<file path="src/rtl/seq_unrotator_pkg.sv">
// Shared definitions for the sequential un-rotator: FSM state encoding and
// rotate-direction codes.
package seq_unrotator_pkg;

    typedef enum logic [1:0] {
        ST_IDLE  = 2'd0,
        ST_SHIFT = 2'd1,
        ST_DONE  = 2'd2
    } state_t;

    localparam logic DIR_LEFT  = 1'b0;
    localparam logic DIR_RIGHT = 1'b1;

endpackage

</file>
<file path="src/rtl/seq_unrotator_if.sv">
// Handshake bundle of the un-rotator: upstream word/amount/direction in,
// restored word out, plus the busy status flag.
interface seq_unrotator_if #(
    parameter int WIDTH = 4,
    parameter int AMT_W = $clog2(WIDTH)
);
    logic             in_valid;
    logic             in_ready;
    logic [WIDTH-1:0] in_data;
    logic [AMT_W-1:0] in_amt;
    logic             in_dir;
    logic             out_valid;
    logic             out_ready;
    logic [WIDTH-1:0] out_data;
    logic             busy;

    modport master (
        output in_valid, in_data, in_amt, in_dir, out_ready,
        input  in_ready, out_valid, out_data, busy
    );

    modport slave (
        input  in_valid, in_data, in_amt, in_dir, out_ready,
        output in_ready, out_valid, out_data, busy
    );
endinterface

</file>
<file path="src/rtl/seq_unrotator_rot1.sv">
// Single-position circular rotator; dir selects left (DIR_LEFT) or right (DIR_RIGHT).
module seq_unrotator_rot1
    import seq_unrotator_pkg::*;
#(
    parameter int WIDTH = 4
) (
    input  logic [WIDTH-1:0] d,
    input  logic             dir,
    output logic [WIDTH-1:0] q
);

    always_comb begin
        if (dir == DIR_RIGHT) begin
            q = {d[0], d[WIDTH-1:1]};
        end else begin
            q = {d[WIDTH-2:0], d[WIDTH-1]};
        end
    end

endmodule

</file>
<file path="src/rtl/seq_unrotator.sv">
// Iterative un-rotator: accepts a rotated word with its original amount and
// direction, rotates it back one bit per clock and presents the restored word.
module seq_unrotator
    import seq_unrotator_pkg::*;
#(
    parameter int WIDTH = 4,
    parameter int AMT_W = $clog2(WIDTH)
) (
    input  logic          clk,
    input  logic          rst_n,
    seq_unrotator_if.slave bus
);

    state_t           state;
    logic [WIDTH-1:0] data_reg;
    logic [AMT_W-1:0] cnt;
    logic             dir_reg;
    logic             in_ready_r;
    logic             out_valid_r;
    logic             busy_r;
    logic [WIDTH-1:0] rot_q;

    // Restoring undoes the original rotation, so the step direction is inverted.
    seq_unrotator_rot1 #(.WIDTH(WIDTH)) u_rot1 (
        .d   (data_reg),
        .dir (~dir_reg),
        .q   (rot_q)
    );

    always_ff @(posedge clk) begin
        if (!rst_n) begin
            state       <= ST_IDLE;
            data_reg    <= '0;
            cnt         <= '0;
            dir_reg     <= DIR_LEFT;
            in_ready_r  <= 1'b1;
            out_valid_r <= 1'b0;
            busy_r      <= 1'b0;
        end else begin
            case (state)
                ST_IDLE: begin
                    if (bus.in_valid) begin
                        data_reg   <= bus.in_data;
                        cnt        <= bus.in_amt;
                        dir_reg    <= bus.in_dir;
                        in_ready_r <= 1'b0;
                        busy_r     <= 1'b1;
                        // A zero amount needs no rotation at all.
                        if (bus.in_amt != '0) begin
                            state <= ST_SHIFT;
                        end else begin
                            state       <= ST_DONE;
                            out_valid_r <= 1'b1;
                        end
                    end
                end
                ST_SHIFT: begin
                    data_reg <= rot_q;
                    cnt      <= cnt - AMT_W'(1);
                    if (cnt == AMT_W'(1)) begin
                        state       <= ST_DONE;
                        out_valid_r <= 1'b1;
                    end
                end
                ST_DONE: begin
                    if (bus.out_ready) begin
                        state       <= ST_IDLE;
                        out_valid_r <= 1'b0;
                        busy_r      <= 1'b0;
                        in_ready_r  <= 1'b1;
                    end
                end
                default: begin
                    state       <= ST_IDLE;
                    in_ready_r  <= 1'b1;
                    out_valid_r <= 1'b0;
                    busy_r      <= 1'b0;
                end
            endcase
        end
    end

    assign bus.in_ready  = in_ready_r;
    assign bus.out_valid = out_valid_r;
    assign bus.out_data  = data_reg;
    assign bus.busy      = busy_r;

endmodule

</file>
<file path="src/flat_wrapper.sv">
// flat-port wrapper written by rule: the top's interface ports become plain ports
module seq_unrotator_flat import seq_unrotator_pkg::*;
#(
    parameter int WIDTH = 4,
    parameter int AMT_W = $clog2(WIDTH)
)
  (clk, rst_n, bus_in_valid, bus_in_data, bus_in_amt, bus_in_dir, bus_out_ready, bus_in_ready, bus_out_valid, bus_out_data, bus_busy);
  seq_unrotator_if #(.WIDTH(WIDTH), .AMT_W(AMT_W)) bus_i ();
  input  logic clk;
  input  logic rst_n;
  input wire logic [$bits(bus_i.in_valid)-1:0] bus_in_valid;
  input wire logic [$bits(bus_i.in_data)-1:0] bus_in_data;
  input wire logic [$bits(bus_i.in_amt)-1:0] bus_in_amt;
  input wire logic [$bits(bus_i.in_dir)-1:0] bus_in_dir;
  input wire logic [$bits(bus_i.out_ready)-1:0] bus_out_ready;
  output wire logic [$bits(bus_i.in_ready)-1:0] bus_in_ready;
  output wire logic [$bits(bus_i.out_valid)-1:0] bus_out_valid;
  output wire logic [$bits(bus_i.out_data)-1:0] bus_out_data;
  output wire logic [$bits(bus_i.busy)-1:0] bus_busy;
  assign bus_i.in_valid = bus_in_valid;
  assign bus_i.in_data = bus_in_data;
  assign bus_i.in_amt = bus_in_amt;
  assign bus_i.in_dir = bus_in_dir;
  assign bus_i.out_ready = bus_out_ready;
  assign bus_in_ready = bus_i.in_ready;
  assign bus_out_valid = bus_i.out_valid;
  assign bus_out_data = bus_i.out_data;
  assign bus_busy = bus_i.busy;
  seq_unrotator #(.WIDTH(WIDTH), .AMT_W(AMT_W)) u_core (.clk(clk), .rst_n(rst_n), .bus(bus_i));
endmodule
</file>
<file path="config.mk">
export PLATFORM = sky130hd
export DESIGN_NAME = seq_unrotator_flat
export DESIGN_NICKNAME = d
export VERILOG_FILES = /design/src/rtl/seq_unrotator_pkg.sv /design/src/rtl/seq_unrotator_if.sv /design/src/rtl/seq_unrotator_rot1.sv /design/src/rtl/seq_unrotator.sv /design/src/flat_wrapper.sv
export SDC_FILE = /design/constraint.sdc
export NUM_CORES = 1
export LEC_CHECK = 0
export BUFFER_PORTS_ARGS = -buffer_cell sky130_fd_sc_hd__clkbuf_2
export CAP_MARGIN = 25
export CORE_MARGIN = 2
export CORE_UTILIZATION = 44
export DETAILED_ROUTE_END_ITERATION = 10
export PLACE_DENSITY = 0.72
export SYNTH_ARGS = -nofsm -noshare
export SYNTH_HDL_FRONTEND = slang
export SYNTH_SLANG_ARGS = --single-unit
</file>
<file path="constraint.sdc">
create_clock -name clk -period 1.01 [get_ports clk]
set_input_delay 0 -clock clk [delete_from_list [all_inputs] [get_ports clk]]
set_output_delay 0 -clock clk [all_outputs]
set_load 0.03 [all_outputs]
</file>
# Yosys cells after proc, flatten, opt, wreduce, memory -nomap -nowiden
# Index checks and enable logic that the tools add are counted.
word_totals:
  input_bits: 11
  output_inout_bits: 7
  reg_bits: 12
op_classes:
  n_reduce_logical: 8
  eq_ne: 7
  n_addsub: 1
  mux: 20
  n_bitwise: 1
op_table:
  columns: ["operator", "n"]
  rows:
  - ["2-to-1 mux 2 bit", 5]
  - ["case mux 1 bit (3 select lines)", 3]
  - ["2-to-1 mux 4 bit", 2]
  - ["case mux 4 bit (2 select lines)", 1]
  - ["2-to-1 mux 1 bit", 7]
  - ["inequality test 2 bit (second input constant)", 3]
  - ["case mux 2 bit (3 select lines)", 1]
  - ["AND reduction 3 bit", 2]
  - ["equality test 2 x 1 -> 1 bit (second input constant)", 2]
  - ["case mux 2 bit (2 select lines)", 1]
  - ["AND reduction 2 bit", 2]
  - ["AND reduction 4 bit", 1]
  - ["nonzero test 2 bit", 2]
  - ["equality test 2 bit (second input constant)", 1]
  - ["logical NOT 2 bit", 1]
  - ["inequality test 2 x 1 -> 1 bit (second input constant)", 1]
  - ["subtractor 2 x 1 -> 2 bit (second input constant)", 1]
  - ["NOT 1 bit", 1]

# Logic depth before layout (Yosys ltp)
depth:
  depth_word: 4
  depth_mapped: 5
  depth_no_buf: 5

# Cells and area by module
# A second synthesis with hierarchy kept.
hier_totals:
  hier_cells: 70
  hier_area_um2: 636.9
modules_own_cells:
  columns: ["module", "area_each_um2", "instances", "cells_per_inst", "seq_area_each_um2"]
  rows:
  - ["seq_unrotator", 591.8, 1, 66, 240.2]
  - ["seq_unrotator_rot1", 45.0, 1, 4, 0.0]

# Worst setup path after synthesis
# No wires, ideal clock.
synth_path:
  path_kind: "register to register"
  start: "reg u_core.cnt[1]"
  end: "reg u_core.cnt[1]"
  path_slack_ns: -0.081
  t_arrival_ns: 0.975
  stages_incl_launch_ff: 6
  period_less_slack_ns: 1.091
  path_buffers: 0
  setup_ns: 0.116
  t_required_ns: 0.894
  path_cell_list: "dfxtp_1 -> inv_1 -> ha_1 -> and2b_1 -> a21oi_1 -> o211a_1"
synth_via:
  elab_chain_cells: 2
synth_lines:
  columns: ["item", "line", "text"]
  rows:
  - ["start: declaration", "seq_unrotator.sv:16", "logic [AMT_W-1:0] cnt;"]
  - ["start signal: assignment", "seq_unrotator.sv:44", "cnt <= bus.in_amt;"]
  - ["start signal: assignment", "seq_unrotator.sv:59", "cnt <= cnt - AMT_W'(1);"]
  - ["subtractor 2 x 1 -> 2 bit", "seq_unrotator.sv:59", null]
  - ["case mux 2 bit (2 select lines)", "seq_unrotator.sv:40", "case (state)"]
# No other way between the ends.
# A chain may end at the register's enable or synchronous reset.

# Worst setup path after layout
# Same ends and word-level chain as after synthesis.

==> reports/qor.csv <==
metric;value;unit
status;complete, but fails checks;
violations;negative setup slack;
fp-row-count;13;
layout-drive-gt1-share;58.82;%
cts_max_level;1;
hpwlAfterDp;1043;um
final_area;979.7;um2
yosys.area.top_type_share;37.07;%
drt_iter0_drc;9;
avgSynthCellArea;8.528;um2
crit_fanout;2;
hold_viol_final;0;
ys_ff_latch;12;
drc;0;
worst_pin_slew;0.3011;ns
synthMuxAreaShare;0;%
clkTransAtPathRegs;0.07;ns
setup_viol;10;
cts_tree;yes;
synthSimpleGateAreaFrac;23.55;%
cts_root_buf;clkbuf_4;
dieArea;1796;um2
post_dp_cell_area;797.0;um2
path_buf_inv;1;
clk_path_buf_depth;2;
grt_pass1_vias;595;
sw_frac_of_total;35.40;%
cp_slowest_stage_delay;0.32;ns
power.leakage;0.0004111;uW
p_comb_share;38.4;%
synth-edff-count;0;
ys.warnings.count;0;
power.switching;515.4;uW
cts_inserted_buffers;3;
yosys.area.top_type;dfxtp_1;
critical_path_class;flop to flop;
place.gp.congestion;0.7837;
grt_use_total;18.95;%
synthDistinctLibCells;29;
path_delay_family;flip-flops;
antenna_found_initial;0;
dp.cells;111;
drtAntennaViolNets;0;
power_density;1486;nW/um2
crit_required;1.17;ns
synth_fa_ha_area_share;1.931;%
largest_register_ffs;4;
grt_pass1_wl;2628;um
syn_nets;88;
skew;0.001111;ns
max-cap-violations;0;
syn_area;648.1;um2
p_seq_share;41.6;%
hp-class;input pin to flop;
maxSlewHeadroom;79.93;%
cp.arrival;1.28;ns
die_w;42.38;um
timing.final.crit_share;111.2;%
ys_seq_area_share;37.07;%
wirelength;1687;um
intPower;940.6;uW
power;1456;uW
rsz0062_at_grt;true;
critPathSlowestCell;dfxtp_2;
timing.final.ws_setup;-0.1128;ns
synth-xor-area-share;0;%
core_area;1334;um2
synth-main-ff-cell;dfxtp_1;
port_buffers;17;
synthCells;76;
clock_latency;0.26;ns
antenna_cells;0;
synth_compound_area_share;30.69;%
wl_per_cell;14.42;um
fin_crit;1.123;ns
crit_path_cell_trace;inv_2 > ha_4 > and2b_1 > a21oi_1 > o211a_1;
synthTopCellsByArea;dfxtp_1 (37%), a21oi_1 (5.4%), nor2b_1 (4.8%);
synth_top_family_by_area;compound AO/OA/AOI/OAI gates;
endpoint_kind;flop;
initial_utilization;48.59;%
ys_async_sr_fraction;0;%
dr.pass1.iters;4;
clock.fmax;0.8906;GHz
die-height;42.38;um
instances_no_fill;117;
syn_to_final_growth;51.16;%
drv_slew;0;
overflow;0;
vias;655;
start_kind;flop;
viasPerCell;5.598;
ioPinCount;18;
ir_worst_vdd;0.7763;mV
grt_max_degree;13;
final_nets;116;
clkPwrFrac;20.0;%
numClockSinks;12;
## synth_stat cells (2+ instances only)
master,count
nand3_1,4
nor2b_1,5
a211oi_1,4
nand2b_1,2
o21ai_0,3
buf_2,2
nor2_1,6
a21oi_1,7
dfxtp_1,12
nor3_1,2
inv_1,5
o31ai_1,4
nand2_1,4
## tightest hold or removal path, delay by kind of cell
kind	cells	cell delay, ns
and+or+nand+nor	1	0.09
AOI/OAI and AO/OA	1	0.07
buffers and inverters	1	0.08
## placed cells by master, fill, tap and decap left out, types with 2 or more instances in the layout
master	instances
nand2_1	4
inv_1	4
dfxtp_2	8
clkbuf_2	17
o21ai_0	2
a21oi_2	4
o31ai_1	3
nor2_1	4
a211oi_1	2
a211oi_2	2
a21oi_1	3
buf_4	3
nand3_1	4
clkbuf_4	3
nand2b_4	2
dfxtp_1	3
nor2b_1	5
buf_6	5
## cell families (layout without fill, tap and decap cells)
logic type      Yosys count  in the layout
simple gates             28             28
buf+inv                   9             35
compound gates           26             26
flops                    12             12
fa+ha+maj                 1              1
## stage by stage
step / setup WS [ns] / hold WS, ns / util, % / TNS (ns)
floorplan: -0.08115 / 0.1349 / - / -0.09481
detailed placement: -0.1328 / 0.2335 / 59.76 / -0.9490
global route: -0.1550 / 0.003367 / 73.45 / -1.022
global placement: -0.1075 / 0.2273 / 59.76 / -0.6230
finish: -0.1128 / 0.008361 / 73.45 / -0.4942
CTS: -0.1389 / 0.01359 / 66.32 / -0.5698
## routing by layer
metal | global-route usage, % | share of wire (%) | routed length (um)
met2 | 28.00 | 47 | 798
met5 | 0 | 0 | 0
met1 | 26.70 | 46 | 784
met4 | 7.500 | 2.5 | 42
met3 | 3.879 | 3.6 | 61
## worst paths after layout
kind / from / to / slack, ns / cells past startpoint
setup / recovery: u_core.cnt[1]$_SDFFE_PN0P_ / u_core.cnt[1]$_SDFFE_PN0P_ / -0.11 / 5
hold / removal: bus_in_data[3] / u_core.bus.out_data[3]$_SDFFE_PN0P_ / 0.008 / 3
setup reg to reg: u_core.cnt[1]$_SDFFE_PN0P_ / u_core.cnt[1]$_SDFFE_PN0P_ / -0.11 / 5
hold reg to reg: u_core.bus.out_data[3]$_SDFFE_PN0P_ / u_core.bus.out_data[3]$_SDFFE_PN0P_ / 0.50 / 2
## cell type report
class | instances | area, um2
Tap cell | 15 | 18.77
Clock buffer | 3 | 22.52
Inverter | 5 | 18.77
Fill cell | 96 | 354.1
Sequential cell | 12 | 254.0
Multi-Input combinational cell | 55 | 471.7
Timing Repair Buffer | 27 | 193.9
## power groups by stage
stage          logic [uW]  registers [uW]  clock network [uW]
2_1_floorplan         226             660                   0
3_3_place_gp          417             598                   0
3_5_place_dp          426             600                   0
4_1_cts               471             595                 294
5_1_grt               607             614                 325
6_report              559             606                 291
## what timing repair did
action | 4_1_cts | 5_1_grt
gates cloned | 0 | 0
pin swaps | 7 | 11
setup endpoints to repair | 11 | 12
buffers inserted | 2 | 0
hold endpoints to repair | 1 | 0
hold buffers | 1 | 0
resized for setup | 12 | 20
(Power assumes the default switching activity.)
